### src/rtl/steer_pkg.sv
// steer_pkg: widths, default thresholds and the flag bundle shared by the
// load qualification block and its helpers.
// Default rider weight and band values are in load-sum units.
package steer_pkg;

  localparam int LD_W    = 12;
  localparam int SUM_W   = 13;
  localparam int TMR_W   = 26;
  localparam int STALE_W = 20;

  localparam logic [LD_W-1:0]    MIN_RIDER_WEIGHT_DEF = 12'h200;
  localparam logic [LD_W-1:0]    HYSTERESIS_DEF       = 12'h040;
  localparam logic [TMR_W-1:0]   TMR_FULL_CNT_DEF     = 26'd65_000_000;
  localparam logic [STALE_W-1:0] STALE_CYC_DEF        = 20'd1_000_000;
  localparam logic [2:0]         DB_SAMPLES_DEF       = 3'd4;

  typedef struct packed {
    logic gt_min;
    logic lt_min;
    logic gt_1_4;
    logic gt_15_16;
  } ld_flags_t;

  // "Rider off" indication used at reset and whenever samples are stale.
  localparam ld_flags_t FLAGS_SAFE = '{gt_min: 1'b0, lt_min: 1'b1, gt_1_4: 1'b0, gt_15_16: 1'b0};

endpackage

### src/rtl/sat_tmr.sv
// sat_tmr: saturating up-counter with synchronous clear; full flags count==FULL.
// Latency: full is a decode of the registered count, valid the cycle after the edge.
// Backpressure: none; clr has priority over counting.
module sat_tmr #(
  parameter int         W    = 8,
  parameter logic [W-1:0] FULL = '1
) (
  input  logic clk,
  input  logic rst_n,
  input  logic clr,
  output logic full
);

  logic [W-1:0] cnt_q;
  logic [W-1:0] cnt_d;

  // Next count: clear wins, otherwise count up and park at FULL.
  always_comb begin
    cnt_d = cnt_q;
    if (clr) begin
      cnt_d = '0;
    end else if (cnt_q != FULL) begin
      cnt_d = cnt_q + 1'b1;
    end
  end

  // Count register.
  always_ff @(posedge clk or negedge rst_n) begin
    if (!rst_n) begin
      cnt_q <= '0;
    end else begin
      cnt_q <= cnt_d;
    end
  end

  assign full = (cnt_q == FULL);

endmodule

### src/rtl/steer_ld_qual.sv
// steer_ld_qual: qualifies left/right load-cell samples into rider flags, runs the settle timer and stale watchdog.
// Latency: capture on the ld_vld edge, flags register on the next edge; fully pipelined for back-to-back samples.
// Backpressure: none; LD_DEBOUNCE_EN adds a consecutive-sample debounce on sum_gt_min.
module steer_ld_qual
  import steer_pkg::*;
#(
  parameter logic [LD_W-1:0]    MIN_RIDER_WEIGHT = MIN_RIDER_WEIGHT_DEF,
  parameter logic [LD_W-1:0]    HYSTERESIS       = HYSTERESIS_DEF,
  parameter logic [TMR_W-1:0]   TMR_FULL_CNT     = TMR_FULL_CNT_DEF,
  parameter logic [STALE_W-1:0] STALE_CYC        = STALE_CYC_DEF
`ifdef LD_DEBOUNCE_EN
  ,
  parameter logic [2:0]         DB_SAMPLES       = DB_SAMPLES_DEF
`endif
) (
  input  logic            clk,
  input  logic            rst_n,
  input  logic [LD_W-1:0] lft_ld,
  input  logic [LD_W-1:0] rght_ld,
  input  logic            ld_vld,
  input  logic            clr_tmr,
  output logic            sum_gt_min,
  output logic            sum_lt_min,
  output logic            diff_gt_1_4,
  output logic            diff_gt_15_16,
  output logic            tmr_full,
  output logic            ld_stale
);

  // Hysteresis band edges, zero-extended so the sum compare is 13-bit unsigned.
  localparam logic [SUM_W-1:0] UPPER_THR = {1'b0, MIN_RIDER_WEIGHT} + {1'b0, HYSTERESIS};
  localparam logic [SUM_W-1:0] LOWER_THR = {1'b0, MIN_RIDER_WEIGHT} - {1'b0, HYSTERESIS};

  logic            s1_vld_q;
  logic [LD_W-1:0] lft_q;
  logic [LD_W-1:0] rght_q;
  logic            seen_q;
  logic            stale_full;

  logic [SUM_W-1:0] sum;
  logic [LD_W-1:0]  diff;
  logic [SUM_W-1:0] thr_1_4;
  logic [SUM_W-1:0] thr_15_16;
  logic             sum_hi;
  logic             gt_min_pass;

  ld_flags_t new_flags;
  ld_flags_t flags_d;
  ld_flags_t flags_q;
  ld_flags_t out_flags;

  // Stage 1: capture the sample pair on the strobe and remember that a sample is in flight.
  always_ff @(posedge clk or negedge rst_n) begin
    if (!rst_n) begin
      s1_vld_q <= 1'b0;
      lft_q    <= '0;
      rght_q   <= '0;
    end else begin
      s1_vld_q <= ld_vld;
      if (ld_vld) begin
        lft_q  <= lft_ld;
        rght_q <= rght_ld;
      end
    end
  end

  // Samples count as stale from reset until the first strobe arrives.
  always_ff @(posedge clk or negedge rst_n) begin
    if (!rst_n) begin
      seen_q <= 1'b0;
    end else if (ld_vld) begin
      seen_q <= 1'b1;
    end
  end

  assign ld_stale = stale_full | ~seen_q;

  // Stage 2 arithmetic on the captured pair.
  assign sum       = {1'b0, lft_q} + {1'b0, rght_q};
  assign diff      = (lft_q >= rght_q) ? (lft_q - rght_q) : (rght_q - lft_q);
  assign thr_1_4   = sum >> 2;
  assign thr_15_16 = sum - (sum >> 4);
  assign sum_hi    = (sum > UPPER_THR);

`ifdef LD_DEBOUNCE_EN
  logic [2:0] db_cnt_q;
  logic [2:0] db_cnt_d;

  // Run length of consecutive over-threshold samples; broken by a miss or by stale samples.
  always_comb begin
    db_cnt_d = db_cnt_q;
    if (s1_vld_q) begin
      if (!sum_hi) begin
        db_cnt_d = '0;
      end else if (db_cnt_q != DB_SAMPLES) begin
        db_cnt_d = db_cnt_q + 3'd1;
      end
    end else if (ld_stale) begin
      db_cnt_d = '0;
    end
  end

  // Debounce count register.
  always_ff @(posedge clk or negedge rst_n) begin
    if (!rst_n) begin
      db_cnt_q <= '0;
    end else begin
      db_cnt_q <= db_cnt_d;
    end
  end

  assign gt_min_pass = (db_cnt_d == DB_SAMPLES);
`else
  assign gt_min_pass = sum_hi;
`endif

  // Flag values produced by the sample currently in stage 2.
  always_comb begin
    new_flags          = FLAGS_SAFE;
    new_flags.gt_min   = gt_min_pass;
    new_flags.lt_min   = (sum < LOWER_THR);
    new_flags.gt_1_4   = ({1'b0, diff} > thr_1_4);
    new_flags.gt_15_16 = ({1'b0, diff} > thr_15_16);
  end

  // Take a fresh sample's flags; while stale, park on the safe values so they survive
  // until the next sample reaches stage 2.
  always_comb begin
    flags_d = flags_q;
    if (s1_vld_q) begin
      flags_d = new_flags;
    end else if (ld_stale) begin
      flags_d = FLAGS_SAFE;
    end
  end

  // Flag register.
  always_ff @(posedge clk or negedge rst_n) begin
    if (!rst_n) begin
      flags_q <= FLAGS_SAFE;
    end else begin
      flags_q <= flags_d;
    end
  end

  assign out_flags     = ld_stale ? FLAGS_SAFE : flags_q;
  assign sum_gt_min    = out_flags.gt_min;
  assign sum_lt_min    = out_flags.lt_min;
  assign diff_gt_1_4   = out_flags.gt_1_4;
  assign diff_gt_15_16 = out_flags.gt_15_16;

  sat_tmr #(
    .W    (TMR_W),
    .FULL (TMR_FULL_CNT)
  ) u_settle_tmr (
    .clk   (clk),
    .rst_n (rst_n),
    .clr   (clr_tmr),
    .full  (tmr_full)
  );

  sat_tmr #(
    .W    (STALE_W),
    .FULL (STALE_CYC)
  ) u_stale_wd (
    .clk   (clk),
    .rst_n (rst_n),
    .clr   (ld_vld),
    .full  (stale_full)
  );

endmodule
### config.mk
export PLATFORM = sky130hd
export DESIGN_NAME = steer_ld_qual
export DESIGN_NICKNAME = d
export VERILOG_FILES = /design/src/rtl/steer_pkg.sv /design/src/rtl/sat_tmr.sv /design/src/rtl/steer_ld_qual.sv
export SDC_FILE = /design/constraint.sdc
export NUM_CORES = 1
export LEC_CHECK = 0
export BUFFER_PORTS_ARGS = -buffer_cell sky130_fd_sc_hd__buf_4
export CORE_MARGIN = 2
export CORE_UTILIZATION = 40
export DETAILED_ROUTE_END_ITERATION = 6
export PLACE_DENSITY_LB_ADDON = 0.12
export SETUP_SLACK_MARGIN = 0.3
export SYNTH_ARGS = -nofsm -noshare
export SYNTH_HDL_FRONTEND = slang
export SYNTH_HIERARCHICAL = 1
export SYNTH_SLANG_ARGS = --single-unit
### constraint.sdc
create_clock -name clk -period 9.6 [get_ports clk]
set_input_delay 2.4 -clock clk [delete_from_list [all_inputs] [get_ports clk]]
set_output_delay 2.4 -clock clk [all_outputs]
set_load 0.005 [all_outputs]
# --- Word-level counts from Yosys, hierarchy flattened ---
# Cells that the tools add are included.
word_totals:
  reg_bits: 76
  in_bits: 28
  output_inout_bits: 6
  elab_cells: 36
op_classes:
  add_sub_neg: 6
  n_lt_le_gt_ge: 5
  eq_ne: 4
  mux: 7
  bitwise_logic: 2
  n_reduce_logical: 2
ops:
  columns: ["op", "count"]
  rows:
  - ["26-bit 2-to-1 mux", 2]
  - ["20-bit 2-to-1 mux", 2]
  - ["26-bit by 1-bit adder with 26-bit output (second input constant)", 1]
  - ["26-bit == test (second input constant)", 1]
  - ["26-bit inequality test (second input constant)", 1]
  - ["12-bit subtractor", 2]
  - ["20-bit by 1-bit adder with 20-bit output (second input constant)", 1]
  - ["20-bit == test (second input constant)", 1]
  - ["20-bit inequality test (second input constant)", 1]
  - ["12-bit by 12-bit adder with 13-bit output", 1]
  - ["12-bit by 13-bit > comparator with 1-bit output", 1]
  - ["13-bit by 10-bit > comparator with 1-bit output (second input constant)", 1]
  - ["13-bit by 9-bit less-than comparator with 1-bit output (second input constant)", 1]
  - ["13-bit by 9-bit subtractor with 13-bit output", 1]
  - ["12-bit >= comparator", 1]
  - ["12-bit by 11-bit > comparator with 1-bit output", 1]
  - ["12-bit 2-to-1 mux", 1]
  - ["4-bit 2-to-1 mux", 2]
  - ["2-bit nonzero test", 2]
  - ["1-bit NOT", 1]
  - ["1-bit OR", 1]

# --- Longest topological paths before layout ---
# Gate-level depths: netlist of the first run.
logic_depth:
  depth_word: 4
  ltp_mapped: 22
  depth_no_buf: 22

# --- Cells and area by module ---
# Netlist of the first run, hierarchy kept.
modules_own_cells:
  columns: ["mod", "instances", "cells_each", "area_each_um2", "seq_area_each_um2"]
  rows:
  - ["steer_ld_qual", 1, 476, 3900.0, 752.0]
  - ["sat_tmr (u_settle_tmr)", 1, 152, 1430.1, 650.6]
  - ["sat_tmr (u_stale_wd)", 1, 113, 1143.6, 500.5]

# --- Least setup slack after synthesis of the first run ---
# No wires, ideal clock.
synth_path:
  kind: "reg-to-reg"
  start: "reg lft_q[1]"
  end: "reg flags_q[0] in the netlist's numbering"
  setup_ns: 0.121
  t_arrival_ns: 4.534
  required_ns: 9.479
  path_slack_ns: 4.945
  stages_incl_launch_ff: 20
  path_buffers: 0
  synth_period_minus_slack_ns: 4.655
  cell_sequence: "dfrtp_1 -> inv_1 -> ha_1 -> nand2b_1 -> a2111oi_0 -> nor3_1 -> xnor2_1 -> inv_1 -> fa_1 -> nand2b_1 -> o31ai_1 -> a41oi_1 -> nor3_1 -> nor4bb_1 -> xnor2_1 -> ha_1 -> nand3_1 -> o41ai_1 -> a21oi_1 -> a22o_1"
synth_lines:
  columns: ["element", "line_no", "rtl"]
  rows:
  - ["from (decl)", "steer_ld_qual.sv:35", "logic [LD_W-1:0] lft_q;"]
  - ["from (signal assigned)", "steer_ld_qual.sv:61", "lft_q <= lft_ld;"]
  - ["to (signal assigned)", "steer_ld_qual.sv:142", "flags_q <= flags_d;"]
  - ["to (decl)", "steer_ld_qual.sv:49", "ld_flags_t flags_q;"]

==> results of run 1 <==
==> per-layer routing <==
| metal | up-vias | global-route usage (%) | part of all wire, % |
|---|---|---|---|
| met5 | - | 0 | 0 |
| met4 | 0 | 5.68 | 1.9 |
| met3 | 19 | 3.40 | 2.7 |
| met2 | 91 | 32.0 | 49 |
| met1 | 2664 | 22.9 | 46 |
| li1 | 2697 | - | - |
==> critical path: cells and delay by family (launching register included) <==
kind,cells,cell delay (ns)
AO/OA/AOI/OAI,6,1.86
adder cells (fa/ha/maj),3,1.15
AND/OR/NAND/NOR,6,0.99
XOR/XNOR,2,0.62
flip-flops,1,0.42
buffers and inverters,2,0.32
==> Yosys cell counts, types with 5 or more instances <==
cell      count
mux2i_1       6
clkbuf_1     12
xor2_1       20
nand4_1      15
or3_1        11
dfrtp_1      75
nor2b_1       5
o21bai_1      5
inv_1        56
nand2b_1     13
o21ai_0      48
a21oi_1      65
nor3_1       18
buf_2         5
o31ai_1      10
or4_1         7
ha_1         68
nand3_1      27
a21o_1        8
nor2_1       53
xnor2_1      32
and3_1        5
nand2_1      56
nor4_1        8
==> stage by stage <==
stage / cell area [sq um] / util [%] / power, mW / cells
detailed placement: 6860 / 43.3 / 1.11 / 965
finish: 7140 / 45.1 / 1.44 / 978
CTS: 7140 / 45.1 / 1.46 / 978
global route: 7140 / 45.1 / 1.57 / 978
floorplan: 6470 / - / 0.932 / 741
global placement: 6860 / 43.3 / 1.10 / 965
==> cell families after synthesis <==
kind of cell	count (synthesis)	synth area share (%)
AND/OR/NAND/NOR	259	22.8
XOR/XNOR	55	7.89
adder cells (fa/ha/maj)	73	14.5
AO/OA/AOI/OAI	182	17.8
multiplexers	11	1.91
flip-flops	76	29.4
buffers and inverters	85	5.62
==> state kept, by name, summed over array words and instances (netlist names) <==
signal              count
u_stale_wd/cnt_q       20
lft_q                  12
u_settle_tmr/cnt_q     26
seen_q                  1
s1_vld_q                1
flags_q                 4
rght_q                 12
==> final cells by class <==
type                    count  area, sq um
clock buffers              10          239
clock inverters             3         40.0
flip-flops and latches     76         1900
multi-input cells         580         4210
well taps                 216          270
fillers                  1560         8690
inverters                  59          221
repair buffers             34          255
==> power by group through the flow <==
stage	logic (mW)	registers [mW]	clock network, mW
6_report	0.766	0.350	0.328
5_1_grt	0.865	0.353	0.353
2_1_floorplan	0.580	0.352	0
4_1_cts	0.765	0.350	0.342
3_5_place_dp	0.758	0.356	0
3_3_place_gp	0.746	0.355	0
==> worst paths after layout <==
check | start | end | cells after the start
max | lft_q[1] | flags_q[0] | 19
min | seen_q | seen_q | 1
max reg2reg | lft_q[1] | flags_q[0] | 19
min reg2reg | seen_q | seen_q | 1
max in group asynchronous | rst_n | lft_q[10] | 2
min in group asynchronous | rst_n | rght_q[0] | 1
==> metrics.md, run 1 <==
| Metric | Value |
|---|---|
| Status | `completed` |
| Ys Warns | `6` |
| Setup Skew | `~0.0046 ns` |
| Pint | `0.863 mW` |
| Vias | `roughly 5,500` |
| Commonest non-fill, non-tap cells in the layout | `75 x dfrtp_1, 68 x ha_1, 65 x a21oi_1` |
| Pre-CTS setup slack | `approximately 4.2 ns` |
| CP Capture Type | `register` |
| Final Hold Vio Count | `0` |
| Post-Syn Area per Cell | `between 8 and 9 sq um` |
| Peak Freq | `around 180 MHz` |
| Num CTS Buffers | `9` |
| Vias in the first global route | `5,397` |
| Synthesized netlist cell count | `741` |
| # DRC | `0` |
| Estimated wirelength of the detail-placed design | `approximately 12 mm` |
| Post-route minimum period | `~5.5 ns` |
| N_diodes | `0` |
| Clk pin slew, worst setup/hold paths | `0.06 ns` |
| Register area share after synthesis | `slightly below 30%` |
| Leading area contributor after synthesis | `dfrtp_1` |
| Final Setup Violations | `0` |
| Top FF cell, synth | `dfrtp_1` |
| Flop2flop setup slack | `between 4 and 5 ns` |
| DRT iter0 DRCs | `about 280` |
| PnR worst setup slack | `4.10 ns` |
| Layout cells sized above 1 | `between 10% and 20%` |
| First-pass DRT Iterations | `5` |
| Lkg Pwr | `3.14 nW` |
| Clock sink total | `between 70 and 80` |
| Yosys reg bits | `76` |
| Final Cycle Share | `57.3%` |
| Initial Util | `40.9%` |
| Clock Tree Buf Depth | `2` |
| GPL Wtd Cong | `slightly below 0.9` |
| EDFF count, synth | `0` |
| CP max FO | `6` |
| Routed WL | `approximately 15 mm` |
| Switching power | `0.582 mW` |
| Global route overflow | `0` |
| Reg power frac | `24.2%` |
| Nets | `860` |
| IO Pins | `34` |
| Peak supply drop | `0.0994 mV` |
| Htree depth | `3` |
| Tightest Hold Check Type | `reg2reg` |
| Root Buffer | `clkbuf_16` |
| Setup Crit Path Kind | `reg2reg` |
| Setup tns final | `0 ns` |
| Crit-path max cell delay | `0.64 ns` |
| Hold WS | `between 0.4 and 0.5 ns` |
| Cell Chain, Critical Path | `inv_1, ha_1, nand2b_1, a2111oi_0, nor3_1, xnor2_1, inv_1, fa_1, nand2b_1, o31ai_1, a41oi_1, nor3_1, nor4bb_1, xnor2_1, ha_1, nand3_1, o41ai_1, a21oi_1, a22o_1` |
| Tot GR Track Use | `between 15 and 20%` |
| IO Port Bufs | `33` |
| Hold Buf Count CTS | `0` |
| Area Overhead vs Synth | `10.2%` |
| Crit start category | `register` |
| Max-Cap Viols | `0` |
| Wirelength per Cell | `15.8 microns` |
| Asr flop ratio synth | `100%` |
| First-pass GRT wire length | `roughly 26 mm` |
| PostCTS Resize Cnt | `0` |
| Sw frac | `40.3%` |
| Via density | `about 5.6` |
| Largest net degree at the start of global routing | `76` |
| Cell Pwr Density | `just over 200 nW/um^2` |
| Core ar. | `15,800 sq um` |
| Clk network pwr share | `22.7%` |
| Max-slew headroom | `roughly a third` |
| Most common cell after layout, fill and taps aside | `dfrtp_1` |
| Pins Over Slew Limit | `0` |
| Std-Cell Rows | `46` |
| Mapped cell area | `6470 sq um` |
| Die area | `between 15,000 and 20,000 sq um` |
| Die Y | `around 130 microns` |
| Worst EP arrival | `~5.7 ns` |
| Comb power frac | `a little over half` |
| Die X-Extent | `around 130 microns` |
| RSZ-0062 raised after global routing | `no` |
| Syn nets | `roughly 840` |
| Slowest-stage cell, CP | `a2111oi_0` |
| Final ANT Viol Nets | `0` |
| Area contributors post-synth | `dfrtp_1 29%, ha_1 13%, a21oi_1 5.0%` |
| Actual slew at the worst max-slew pin | `roughly 1 ns` |
| Data required, critical path | `9.82 ns` |
| Setup Fix Bufs, Post-CTS | `0` |
| Synth unique cells | `93` |
| TritonCTS clock tree | `built` |
| Top-area cell type share of the netlist area | `29.0%` |
| Clk_lat worst skew | `about 0.34 ns` |
| Initial antenna violation count | `0` |
Note: power is estimated with default switching activity, not from simulation.
==> run 2, diff against run 1 <==
clock period = 5.37 ns   (was 9.6 ns; I/O delays follow)
==> run 2 against run 1 <==
Against the previous run: non-clock buffer count up 4; clock power up 86%; first-iteration DRC count up 10%; via count down 1.0%; critical path type unchanged; critical endpoint unchanged; design area up 2.1%; core utilization up 0.94 points; global-route usage up 0.39 points; highest routed layer unchanged.
==> metrics.md, run 2 (synthesis results as in run 1) <==
| Metric | Value |
|---|---|
| Cell Chain, Critical Path | `ha_1, inv_1, fa_1, o21bai_1, a21oi_1, xnor2_1, inv_1, ha_1, fa_1, nand2b_1, o31ai_2, a41oi_1, nor3_2, nor4bb_2, xnor2_1, ha_1, nand3_1, o41ai_1, a21oi_1, a22o_1` |
| Max-Cap Viols | `0` |
| Reg-to-reg endpoint | `flags_q[0]` |
| Vias | `~5,400` |
| Die area | `about 17,000 sq um` |
| Std-Cell Rows | `46` |
| N_diodes | `0` |
| GPL Wtd Cong | `0.869` |
| Routed WL | `around 16 mm` |
| Wirelength per Cell | `16.0 microns` |
| Setup Skew | `around 0.0055 ns` |
| Htree depth | `3` |
| Clk pin slew, worst setup/hold paths | `roughly 0.06 ns` |
| Largest regs | `u_settle_tmr/cnt_q: 26 flops, u_stale_wd/cnt_q: 20 flops` |
| Core ar. | `roughly 16,000 sq um` |
| Final Core Density | `a little under half` |
| Global route overflow | `0` |
| Num CTS Buffers | `9` |
| Final Cycle Share | `87.9%` |
| Setup Fix Bufs, Post-CTS | `0` |
| Top delay family on crit path | `adder cells` |
| Critical R2R Launch | `rght_q[0]` |
| Nets | `approximately 860` |
| Worst EP arrival | `4.94 ns` |
| Layout cells sized above 1 | `between 10 and 15%` |
| R2R depth | `20` |
| DRT iter0 DRCs | `303` |
| Root Buffer | `clkbuf_16` |
| Worst hold start | `seen_q` |
| Commonest non-fill, non-tap cells in the layout | `74 x dfrtp_1, 66 x ha_1, 64 x a21oi_1` |
| Hold Buf Count CTS | `0` |
| Post-route minimum period | `roughly 4.7 ns` |
| CP Capture Type | `register` |
| FF/Latch Area | `around 1900 sq um` |
| Clk_lat worst skew | `0.34 ns` |
| Max-slew headroom | `between 50% and 60%` |
| Setup Crit Path Kind | `reg2reg` |
| First-pass GRT wire length | `roughly 27 mm` |
| Initial antenna violation count | `0` |
| RSZ-0062 raised after global routing | `no` |
| Data required, critical path | `around 5.6 ns` |
| Largest net degree at the start of global routing | `between 70 and 80` |
| Buf/Inv on CP | `2` |
| Hold endpoint | `seen_q` |
| # DRC | `0` |
| Peak supply drop | `0.177 mV` |
| Clock Tree Buf Depth | `2` |
| Hold path depth | `1` |
| Tot GR Track Use | `between 10% and 20%` |
| Estimated wirelength of the detail-placed design | `about 12 mm` |
| CP max FO | `3` |
| Most common cell after layout, fill and taps aside | `dfrtp_1` |
| Critical Path Stages | `20` |
| Die Y | `about 130 microns` |
| Setup tns final | `0 ns` |
| Actual slew at the worst max-slew pin | `roughly 0.69 ns` |
| Lkg Pwr | `approximately 3.2 nW` |
| Peak Freq | `between 200 and 250 MHz` |
| Cell Pwr Density | `approximately 370 nW/um^2` |
| Crit-path max cell delay | `around 0.43 ns` |
| Footprint of the multi-input gates | `roughly 4300 sq um` |
| Final Hold Vio Count | `0` |
| Area Overhead vs Synth | `12.5%` |
| Initial Util | `40.9%` |
| Pins Over Slew Limit | `0` |
| Final ANT Viol Nets | `0` |
| Flop2flop setup slack | `0.65 ns` |
| Hold WS | `0.469 ns` |
| Clock sink total | `76` |
| Final Setup Violations | `0` |
| IO Pins | `34` |
| Cell mode on critical path | `ha_1` |
| Slowest-stage cell, CP | `fa_1` |
| Fillers | `approximately 1,600` |
| Crit start category | `register` |
| TritonCTS clock tree | `built` |
| Max reg flops | `26` |
| Top reg by flops | `u_settle_tmr/cnt_q` |
| IO Port Bufs | `33` |
| Total power draw | `around 2.7 mW` |
| Die X-Extent | `~130 microns` |
| Status | `completed` |
| First-pass DRT Iterations | `4` |
| Via density | `5.50` |
| Tightest Hold Check Type | `reg2reg` |
| Vias in the first global route | `between 5,000 and 6,000` |
run 2: per-stage QoR:
step | std cells | setup slack, ns | cell area, sq um
after detailed placement | 969 | 0.260 | 6890
after CTS | 984 | 0.332 | 7180
final | 984 | 0.652 | 7280
after floorplan | 741 | 0.715 | 6470
after global routing | 984 | 0.277 | 7280
after global placement | 969 | 0.474 | 6890
run 2: layout make-up:
type,count,area share (%)
timing repair buffer,38,3.92
tap,216,3.71
sequential,76,26.1
multi-input combinational,580,59.2
clock buffer,9,3.09
inverter,59,3.09
clock inverter,6,0.893
run 2: power breakdown:
part / total (mW) / switching (mW) / internal [mW]
sequential: 0.627 / 0.0241 / 0.602
combinational: 1.43 / 0.824 / 0.606
clock: 0.609 / 0.251 / 0.358
total: 2.67 / 1.10 / 1.57
run 2: how the worst max path moves through the flow:
stage | slack, ns | to | from
after floorplan | 0.72 | flags_q[0] | lft_q[1]
after global placement | 0.47 | flags_q[0] | lft_q[1]
after detailed placement | 0.26 | flags_q[0] | lft_q[1]
after CTS | 0.33 | flags_q[0] | lft_q[1]
after global routing | 0.28 | flags_q[0] | lft_q[4]
final | 0.65 | flags_q[0] | rght_q[0]
run 2: per-layer routing:
layer / global-route usage, % / vias up / share of wire [%] / wire length [microns]
li1: - / 2706 / - / -
met1: 23.7 / 2641 / 47 / 7340
met2: 32.5 / 51 / 49 / 7730
met3: 3.43 / 17 / 2.2 / 347
met4: 5.43 / 0 / 2.0 / 308
met5: 0 / - / 0 / 0
run 2: repair_timing:
item                                    4_1_cts  5_1_grt
endpoints found under the setup margin        1        1
pin swaps                                     0        1
resized for setup                             1       21
hold endpoints to repair                      0        0
==> run 3, diff against run 2 <==
RECOVER_POWER = 100   (was not set)
==> run 3 against run 2 <==
Against the previous run: the run now ends with capacitance limit, slew limit left; setup slack got worse by 0.24 ns; critical path depth shrank 2; clock skew hardly changed; cell count did not move; highest routed layer unchanged; via count is 0.17% lower; total power is 0.15% lower; fmax is 4.8% lower; largest power group unchanged; routed wire length is 0.48% lower; first-iteration DRC count fell by 18%; die area is the same; critical endpoint unchanged; flip-flop and latch count stayed put; design area is 0.62% lower.
==> metrics.md, run 3 (synthesis results as in run 1) <==
| Metric | Value |
|---|---|
| Buf/Inv on CP | `2` |
| Reg power frac | `23.5%` |
| Largest net degree at the start of global routing | `76` |
| Tot GR Track Use | `a little under a fifth` |
| Vias | `approximately 5,400` |
| Initial antenna violation count | `0` |
| Slowest-stage cell, CP | `nor2_1` |
| Via density | `roughly 5.5` |
| DRT iter0 DRCs | `approximately 250` |
| Max reg flops | `26` |
| Data required, critical path | `approximately 5.6 ns` |
| Setup Skew | `approximately 0.0055 ns` |
| Cell Chain, Critical Path | `inv_1, ha_1, inv_1, fa_1, a21o_1, a211oi_1, o22ai_1, nor2_1, mux2i_1, xnor2_1, ha_1, a21o_1, a21o_1, a21oi_1, o21ai_0, nand2b_1, a21oi_1, a22o_1` |
| Setup Fix Bufs, Post-CTS | `0` |
| Actual slew at the worst max-slew pin | `between 2 and 3 ns` |
| # DRC | `0` |
| Hold Buf Count CTS | `0` |
| CP max FO | `11` |
| Pins Over Slew Limit | `126` |
| Lkg Pwr | `about 3.2 nW` |
| IO Pins | `34` |
| Estimated wirelength of the detail-placed design | `between 10 and 15 mm` |
| Layout cells sized above 1 | `a little over an eighth` |
| Die X-Extent | `~130 microns` |
| Routed WL | `around 16 mm` |
| Fillers | `1,557` |
| Nets | `between 800 and 900` |
| Htree depth | `3` |
| Vias in the first global route | `~5,500` |
| Most common cell after layout, fill and taps aside | `dfrtp_1` |
| Clk_lat worst skew | `0.34 ns` |
| Comb power frac | `53.6%` |
| Global route overflow | `0` |
| Failing checks | `capacitance limit, slew limit` |
| Status | `complete, but fails checks` |
| GPL Wtd Cong | `approximately 0.87` |
| Peak supply drop | `0.177 mV` |
| Cell mode on critical path | `a21o_1` |
| N_diodes | `0` |
| Pint | `1.56 mW` |
| Clk network pwr share | `22.9%` |
| Peak Freq | `~200 MHz` |
| Setup Crit Path Kind | `reg2reg` |
| Top delay family on crit path | `compound AO/OA/AOI/OAI gates` |
| Final Cycle Share | `between 90% and 100%` |
| Post-route minimum period | `between 4 and 5 ns` |
| Initial Util | `between 40% and 50%` |
| RSZ-0062 raised after global routing | `no` |
| Commonest non-fill, non-tap cells in the layout | `74 x dfrtp_1, 66 x ha_1, 64 x a21oi_1` |
| TritonCTS clock tree | `built` |
| Sw frac | `about two fifths` |
| Tightest Hold Check Type | `reg2reg` |
| Worst EP arrival | `around 5.2 ns` |
| Clk pin slew, worst setup/hold paths | `~0.06 ns` |
| Setup tns final | `0 ns` |
| Core ar. | `around 16,000 sq um` |
| Clock sink total | `76` |
| Max-Cap Viols | `2` |
| Final Hold Vio Count | `0` |
| Largest regs | `u_settle_tmr/cnt_q: 26 flops, u_stale_wd/cnt_q: 20 flops` |
| Num CTS Buffers | `9` |
| Die area | `between 15,000 and 20,000 sq um` |
| First-pass GRT wire length | `between 20 and 30 mm` |
| Max-slew headroom | `-92.0%` |
| Switching power | `1.10 mW` |
| Cell Pwr Density | `368 nW/um^2` |
| Area Overhead vs Synth | `11.8%` |
| Wirelength per Cell | `around 16 microns` |
| First-pass DRT Iterations | `4` |
| IO Port Bufs | `33` |
| Crit start category | `register` |
| Root Buffer | `clkbuf_16` |
| Final Core Density | `between 40 and 50%` |
| Clock Tree Buf Depth | `2` |
| Crit-path max cell delay | `slightly below 0.9 ns` |
| Top reg by flops | `u_settle_tmr/cnt_q` |
| Std-Cell Rows | `46` |
| Die Y | `between 100 and 150 microns` |
| Final ANT Viol Nets | `0` |
| Final Setup Violations | `0` |
| CP Capture Type | `register` |
[run 3: cell types whose count changed in the layout (fill, tap and decap cells not counted), moves of 3 or more]
| cell | before | now |
|---|---|---|
| and2_1 | 4 | 1 |
| buf_4 | 38 | 34 |
| and2_0 | 0 | 3 |
| clkbuf_1 | 0 | 3 |
[run 3: worst paths after layout]
kind                           from  cells past startpoint                   end  slack [ns]
max                        lft_q[0]                     18            flags_q[0]        0.42
min                          seen_q                      1                seen_q        0.47
max reg2reg                lft_q[0]                     18            flags_q[0]        0.42
min reg2reg                  seen_q                      1                seen_q        0.47
max in group asynchronous     rst_n                      2  u_stale_wd/cnt_q[14]        1.52
min in group asynchronous     rst_n                      1             rght_q[0]        1.92
[run 3: repair_timing]
action | 4_1_cts | 5_1_grt
endpoints found under the setup margin | 1 | 1
gates resized for setup | 1 | 21
pin swaps | 0 | 1
[run 3: power by group through the flow]
stage / registers [mW] / clock network (mW) / logic (mW)
after CTS: 0.626 / 0.631 / 1.39
after global placement: 0.635 / 0 / 1.36
after detailed placement: 0.637 / 0 / 1.38
after floorplan: 0.630 / 0 / 1.04
final: 0.627 / 0.609 / 1.43
after global routing: 0.631 / 0.656 / 1.59
[run 3: cell type report]
cell class	instances	area, sq um	area share, %
inverters	59	225	3.11
repair buffers	38	272	3.75
well taps	216	270	3.73
flip-flops and latches	76	1900	26.3
clock inverters	6	65.1	0.899
clock buffers	9	225	3.11
multi-input cells	580	4280	59.1
[run 3: metal layers]
layer | vias up | GRT usage [%] | wire (microns)
li1 | 2706 | - | -
met1 | 2624 | 23.7 | 7270
met2 | 62 | 32.5 | 7730
met3 | 14 | 3.43 | 382
met4 | 0 | 5.43 | 276
met5 | - | 0 | 0
[run 3: through the flow]
| stage | total power [mW] | worst slack [ns] | hold slack, ns | cells | instance area, sq um |
|---|---|---|---|---|---|
| floorplan | 1.67 | 0.715 | 0.431 | 741 | 6470 |
| global placement | 1.99 | 0.474 | 0.449 | 969 | 6890 |
| detailed placement | 2.02 | 0.260 | 0.458 | 969 | 6890 |
| CTS | 2.65 | 0.332 | 0.473 | 984 | 7180 |
| global route | 2.88 | 0.210 | 0.489 | 984 | 7240 |
| finish | 2.66 | 0.416 | 0.469 | 984 | 7240 |
